`config.mk`:
```
export PLATFORM = sky130hd
export DESIGN_NAME = ff_bank_write_arbiter
export DESIGN_NICKNAME = d
export VERILOG_FILES = /design/src/rtl/ff_bank_write_arbiter.sv
export SDC_FILE = /design/constraint.sdc
export NUM_CORES = 1
export LEC_CHECK = 0
export CAP_MARGIN = 20
export CORE_MARGIN = 2
export CORE_UTILIZATION = 65
export CTS_CLUSTER_DIAMETER = 30
export DETAILED_ROUTE_END_ITERATION = 7
export DONT_BUFFER_PORTS = 1
export HOLD_SLACK_MARGIN = 0.03
export PLACE_DENSITY = 0.81
export SLEW_MARGIN = 20
export SYNTH_ARGS = -nofsm -noshare
export SYNTH_HDL_FRONTEND = slang
export SYNTH_SLANG_ARGS = --single-unit
```
`constraint.sdc`:
```
create_clock -name clk -period 2.15 [get_ports clk]
set_input_delay 0.215 -clock clk [delete_from_list [all_inputs] [get_ports clk]]
set_output_delay 0.215 -clock clk [all_outputs]
set_load 0.01 [all_outputs]
```
`src/rtl/ff_bank_write_arbiter.sv`:
```
// Round-robin write arbiter sharing one falling-edge register bank between 4 requesters.
// Each accepted request is granted for one cycle, then written if req is still held.
module ff_bank_write_arbiter #(
  parameter int unsigned WIDTH = 8
) (
  input  logic               clk,
  input  logic               clear,
  input  logic [3:0]         req,
  input  logic [4*WIDTH-1:0] d_bus,
  output logic [3:0]         gnt,
  output logic               busy,
  output logic               done,
  output logic [WIDTH-1:0]   q,
  output logic [WIDTH-1:0]   qbar,
  output logic [1:0]         last_id
);

  localparam int unsigned N_REQ = 4;

  typedef enum logic {IDLE, GRANT} state_e;

  state_e             state_q, state_d;
  logic [3:0]         gnt_q, gnt_d;
  logic               busy_q, busy_d;
  logic               done_q, done_d;
  logic [WIDTH-1:0]   q_q, q_d;
  logic [WIDTH-1:0]   qbar_q, qbar_d;
  logic [1:0]         last_id_q, last_id_d;
  logic [1:0]         ptr_q, ptr_d;
  logic [1:0]         win_q, win_d;

  logic [WIDTH-1:0]   words [N_REQ];
  logic [1:0]         cand;
  logic [1:0]         pick;
  logic               found;

  always_comb begin
    for (int i = 0; i < N_REQ; i++) begin
      words[i] = d_bus[i*WIDTH +: WIDTH];
    end
  end

  // Search starts just after the last writer so it gets lowest priority next round.
  always_comb begin
    found = 1'b0;
    pick  = 2'd0;
    cand  = 2'd0;
    for (int k = 1; k <= N_REQ; k++) begin
      cand = 2'(ptr_q + 2'(k));
      if (!found && req[cand]) begin
        found = 1'b1;
        pick  = cand;
      end
    end
  end

  always_comb begin
    state_d   = state_q;
    gnt_d     = 4'd0;
    busy_d    = 1'b0;
    done_d    = 1'b0;
    q_d       = q_q;
    qbar_d    = qbar_q;
    last_id_d = last_id_q;
    ptr_d     = ptr_q;
    win_d     = win_q;
    unique case (state_q)
      IDLE: begin
        if (found) begin
          gnt_d   = 4'(1) << pick;
          busy_d  = 1'b1;
          win_d   = pick;
          state_d = GRANT;
        end
      end
      GRANT: begin
        // Dropped request is an abort: register and pointer stay as they were.
        if (req[win_q]) begin
          q_d       = words[win_q];
          qbar_d    = ~words[win_q];
          done_d    = 1'b1;
          last_id_d = win_q;
          ptr_d     = win_q;
        end
        state_d = IDLE;
      end
      default: state_d = IDLE;
    endcase
  end

  always_ff @(negedge clk) begin
    if (clear) begin
      state_q   <= IDLE;
      gnt_q     <= 4'd0;
      busy_q    <= 1'b0;
      done_q    <= 1'b0;
      q_q       <= '0;
      qbar_q    <= '1;
      last_id_q <= 2'd0;
      ptr_q     <= 2'd3;
      win_q     <= 2'd0;
    end else begin
      state_q   <= state_d;
      gnt_q     <= gnt_d;
      busy_q    <= busy_d;
      done_q    <= done_d;
      q_q       <= q_d;
      qbar_q    <= qbar_d;
      last_id_q <= last_id_d;
      ptr_q     <= ptr_d;
      win_q     <= win_d;
    end
  end

  assign gnt     = gnt_q;
  assign busy    = busy_q;
  assign done    = done_q;
  assign q       = q_q;
  assign qbar    = qbar_q;
  assign last_id = last_id_q;

endmodule

```
==> report_table.html <==
<table>
<tr><th>Metric</th><th>Value</th></tr>
<tr><th colspan="2">Place</th></tr>
<tr><td>Placed cell count</td><td>about 160</td></tr>
<tr><td>Final weighted congestion in routability-driven placement</td><td>approximately 0.73</td></tr>
<tr><td>PortBufs</td><td>0</td></tr>
<tr><td>DPL Wire Length</td><td>2100 um</td></tr>
<tr><td>Post-Place Cell Area</td><td>approximately 1400 um2</td></tr>
<tr><th colspan="2">Synthesis</th></tr>
<tr><td>Number of distinct library cells after synthesis</td><td>32</td></tr>
<tr><td>Synth warnings</td><td>0</td></tr>
<tr><td>Mapped Cells</td><td>roughly 130</td></tr>
<tr><td>Syn nets</td><td>approximately 170</td></tr>
<tr><td>Number of storage elements in the synthesis netlist</td><td>28</td></tr>
<tr><td>Post-synthesis average cell area</td><td>between 10 and 15 um2</td></tr>
<tr><td>Post-synthesis sequential area ratio</td><td>0.426</td></tr>
<tr><td>Post-Syn Area</td><td>about 1300 um2</td></tr>
<tr><th colspan="2">Worst setup path</th></tr>
<tr><td>Origin of the worst setup path</td><td>q[5]$_SDFFE_NP0P_</td></tr>
<tr><td>Depth of the most critical reg-to-reg path</td><td>5</td></tr>
<tr><td>Critical setup path kind</td><td>reg -&gt; out</td></tr>
<tr><td>Critical path capture point type</td><td>primary output</td></tr>
<tr><td>Required time reported for the critical path endpoint</td><td>roughly 1.9 ns</td></tr>
<tr><td>Setup slack of the most critical reg-to-reg path</td><td>about 0.50 ns</td></tr>
<tr><td>Cell count along the critical path</td><td>0</td></tr>
<tr><td>Critical Path Sink</td><td>q[5]</td></tr>
<tr><td>Launching element type of the critical path</td><td>flip-flop</td></tr>
<tr><td>Largest driver fanout on the critical path</td><td>2</td></tr>
<tr><td>Startpoint of the lowest-slack register-to-register path</td><td>win_q[1]$_SDFFE_NP0P_</td></tr>
<tr><td>Arr. time, crit path</td><td>~1.9 ns</td></tr>
<tr><td>Worst reg2reg endpoint</td><td>qbar[4]$_SDFFE_NP1P_</td></tr>
<tr><th colspan="2">STA</th></tr>
<tr><td>RSZ-0062 raised after global routing</td><td>false</td></tr>
<tr><td>Setup violators final</td><td>0</td></tr>
<tr><td>Worst Max-Slew Pin Slew</td><td>0.444 ns</td></tr>
<tr><td>Slew HR</td><td>0.702</td></tr>
<tr><td>Post-Route Setup TNS</td><td>0 ns</td></tr>
<tr><td>Setup clock skew after layout</td><td>0.0300 ns</td></tr>
<tr><td>Number of max-slew violations in the final report</td><td>0</td></tr>
<tr><td>Post-route worst hold slack</td><td>around 0.5 ns</td></tr>
<tr><td>Hold Violations, Final</td><td>0</td></tr>
<tr><th colspan="2">Global route</th></tr>
<tr><td>Overflow left after global routing</td><td>0</td></tr>
<tr><td>Initial antenna violation count</td><td>0</td></tr>
<tr><td>GRT Util Overall</td><td>0.266</td></tr>
<tr><td>Largest net degree at the start of global routing</td><td>25</td></tr>
<tr><td>Number of global-route vias before repair</td><td>1,120</td></tr>
<tr><td>First-pass GRT wire length</td><td>4770 um</td></tr>
<tr><th colspan="2">Route</th></tr>
<tr><td>Remaining design rule violation count</td><td>0</td></tr>
<tr><td>Number of nets still failing antenna checks after routing</td><td>0</td></tr>
<tr><td>DRT Pass-1 Iters</td><td>4</td></tr>
<tr><td>Post-detailed-route wirelength per cell</td><td>approximately 16 um</td></tr>
<tr><td>Ratio of routed vias to standard cells</td><td>5.84</td></tr>
<tr><td>Via count of the routed design</td><td>~1,100</td></tr>
<tr><td>Number of DRC violations after detailed-routing iteration 0</td><td>42</td></tr>
<tr><td>Wirelength, routed</td><td>approximately 3000 um</td></tr>
<tr><th colspan="2">Die</th></tr>
<tr><td>I/O pins</td><td>a little over 60</td></tr>
<tr><td>FP Rows</td><td>16</td></tr>
<tr><td>Full die area</td><td>roughly 2400 um2</td></tr>
<tr><td>Starting density of the core</td><td>0.677</td></tr>
<tr><td>Core region area</td><td>roughly 1900 um2</td></tr>
<tr><td>X dimension of the die</td><td>between 40 and 50 um</td></tr>
<tr><td>Floorplan die height</td><td>a little under 50 um</td></tr>
<tr><th colspan="2">Final layout</th></tr>
<tr><td>Number of fillers in the final layout</td><td>approximately 140</td></tr>
<tr><td>Area of all sequential standard cells</td><td>around 560 um2</td></tr>
<tr><td>ANT cells</td><td>0</td></tr>
<tr><td>Cell area after layout</td><td>1540 um2</td></tr>
<tr><td>Area overhead of the layout relative to synthesis</td><td>16.9%</td></tr>
<tr><td>Fraction of layout cells with a size suffix above 1</td><td>0.253</td></tr>
<tr><td>Total area of multi-input combinational cells</td><td>741 um2</td></tr>
<tr><td>Non-filler instance count after layout</td><td>approximately 190</td></tr>
<tr><td>Net total in the final layout</td><td>around 200</td></tr>
<tr><th colspan="2">Worst hold path</th></tr>
<tr><td>Class of the most critical hold timing path</td><td>reg -&gt; reg</td></tr>
<tr><th colspan="2">Clock tree</th></tr>
<tr><td>TritonCTS clock tree</td><td>yes</td></tr>
<tr><td>Total clock sinks</td><td>28</td></tr>
<tr><td>CTS Buffer Depth</td><td>2</td></tr>
<tr><td># Post-CTS Setup Buffers</td><td>0</td></tr>
<tr><td>Count of hold-fix buffers inserted at cts</td><td>0</td></tr>
<tr><td>CTS HTree Levels</td><td>1</td></tr>
<tr><td>Inserted Clock Buffers</td><td>3</td></tr>
<tr><td>Clock network latency to the later pin of the worst-skew pair</td><td>around 0.40 ns</td></tr>
<tr><td>Total of cells resized after clock tree synthesis</td><td>1</td></tr>
<tr><td>Clock slew seen by the registers of the worst setup and hold paths</td><td>0.05 ns</td></tr>
<tr><td>Library cell used as clock root buffer</td><td>sky130_fd_sc_hd__clkbuf_4</td></tr>
<tr><th colspan="2">Pwr</th></tr>
<tr><td>Static leakage</td><td>0.000642 uW</td></tr>
<tr><td>Largest vdd supply drop</td><td>about 0.00068 V</td></tr>
<tr><td>Power density over cell area</td><td>around 800 nW/um2</td></tr>
<tr><th colspan="2">Job</th></tr>
<tr><td>Number of maximum-capacitance violations</td><td>0</td></tr>
<tr><th colspan="2">Run status</th></tr>
<tr><td>Result of the run</td><td>finished clean</td></tr>
</table>
sequential cells by signal (all words and copies together) (netlist names):
| name | flops |
|---|---|
| ptr_q | 2 |
| q | 8 |
| state_q | 1 |
| gnt | 4 |
| win_q | 2 |
| last_id | 2 |
| qbar | 8 |
| done | 1 |
synthesized netlist by cell type:
library cell                number  share of area
sky130_fd_sc_hd__mux2i_1         1         0.0076
sky130_fd_sc_hd__o221ai_1        1         0.0067
sky130_fd_sc_hd__a211oi_1        1         0.0057
sky130_fd_sc_hd__o211ai_1        1         0.0057
sky130_fd_sc_hd__a211o_1         1         0.0067
sky130_fd_sc_hd__nand2_1        24          0.069
sky130_fd_sc_hd__a2bb2oi_4       1          0.020
sky130_fd_sc_hd__and3_1          2         0.0095
sky130_fd_sc_hd__nand3_1         1         0.0038
sky130_fd_sc_hd__o221a_2         1         0.0086
sky130_fd_sc_hd__o21ai_0         2         0.0076
sky130_fd_sc_hd__mux2_2          1         0.0086
sky130_fd_sc_hd__nand2b_1        8          0.038
sky130_fd_sc_hd__o2bb2ai_2       1          0.011
sky130_fd_sc_hd__mux2i_2         1          0.010
sky130_fd_sc_hd__dfxtp_1        28           0.43
sky130_fd_sc_hd__buf_1           2         0.0057
sky130_fd_sc_hd__nor3_1          2         0.0076
sky130_fd_sc_hd__inv_1           2         0.0057
sky130_fd_sc_hd__buf_4           1         0.0057
sky130_fd_sc_hd__nor2_1          7          0.020
sky130_fd_sc_hd__buf_6           2          0.017
sky130_fd_sc_hd__a21o_1          8          0.046
sky130_fd_sc_hd__a21oi_1         5          0.019
sky130_fd_sc_hd__nor4_1          1         0.0048
sky130_fd_sc_hd__mux4_2          8           0.14
sky130_fd_sc_hd__or3_1           1         0.0048
sky130_fd_sc_hd__nor2b_1         3          0.014
sky130_fd_sc_hd__a21oi_2         8          0.053
sky130_fd_sc_hd__o21a_1          1         0.0057
sky130_fd_sc_hd__clkbuf_1        1         0.0029
sky130_fd_sc_hd__nand3b_1        1         0.0057
logic make-up after synthesis:
group	synth area share
AOI/OAI and AO/OA	0.196
and+or+nand+nor	0.177
muxes	0.164
DFF	0.426
buffers and inverters	0.0371
stage by stage:
step | total power [uW] | util | setup WS, ns
2_1_floorplan | 861 | - | -0.0820
4_1_cts | 1240 | 0.792 | 0.0382
3_5_place_dp | 900 | 0.727 | -0.153
5_1_grt | 1310 | 0.792 | 0.0113
3_3_place_gp | 891 | 0.727 | -0.122
6_report | 1220 | 0.792 | 0.0577
worst reg2reg max path, cell delays in order (launching register included):
cell and delay [ns]:
sky130_fd_sc_hd__dfxtp_1 0.50, sky130_fd_sc_hd__mux2_2 0.42, sky130_fd_sc_hd__a2bb2oi_4 0.22, sky130_fd_sc_hd__buf_12 0.16
sky130_fd_sc_hd__nand2b_1 0.07, sky130_fd_sc_hd__a21o_1 0.16
per-layer routing:
layer	share of wire	track usage
met1	0.38	0.272
met2	0.54	0.457
met3	0.070	0.107
met4	0.0074	0.152
met5	0	0
worst min path at each step:
stage,slack (ns),end,startpoint,cells after the start
2_1_floorplan,0.48,q[6]$_SDFFE_NP0P_,q[6]$_SDFFE_NP0P_,2
3_3_place_gp,0.49,q[3]$_SDFFE_NP0P_,q[3]$_SDFFE_NP0P_,2
3_5_place_dp,0.49,q[4]$_SDFFE_NP0P_,q[4]$_SDFFE_NP0P_,2
4_1_cts,0.50,q[4]$_SDFFE_NP0P_,q[4]$_SDFFE_NP0P_,2
5_1_grt,0.52,q[4]$_SDFFE_NP0P_,q[4]$_SDFFE_NP0P_,2
6_report,0.50,q[6]$_SDFFE_NP0P_,q[6]$_SDFFE_NP0P_,2
cell type report:
cell class                 count  area share
multi-input combinational     92       0.482
sequential                    28       0.365
clock inverter                28      0.0683
timing repair buffer           6      0.0456
tap                           27      0.0220
clock buffer                   3      0.0146
inverter                       1     0.00244
power breakdown:
part,internal [uW],switching [uW]
clock network,133,281
logic,114,89.2
registers,559,48.4
total,806,419
placed cells by master (no fill, tap or decap), drive strengths merged, types with 2 or more instances in the layout:
master,instances
and3,2
dfxtp,28
nand2,24
buf,6
a21oi,13
inv,29
o21ai,2
nor2,7
clkbuf,3
mux2i,2
nor3,2
a21o,8
mux4,8
nor2b,3
nand2b,8
Note: power is estimated with default switching activity, not from simulation.
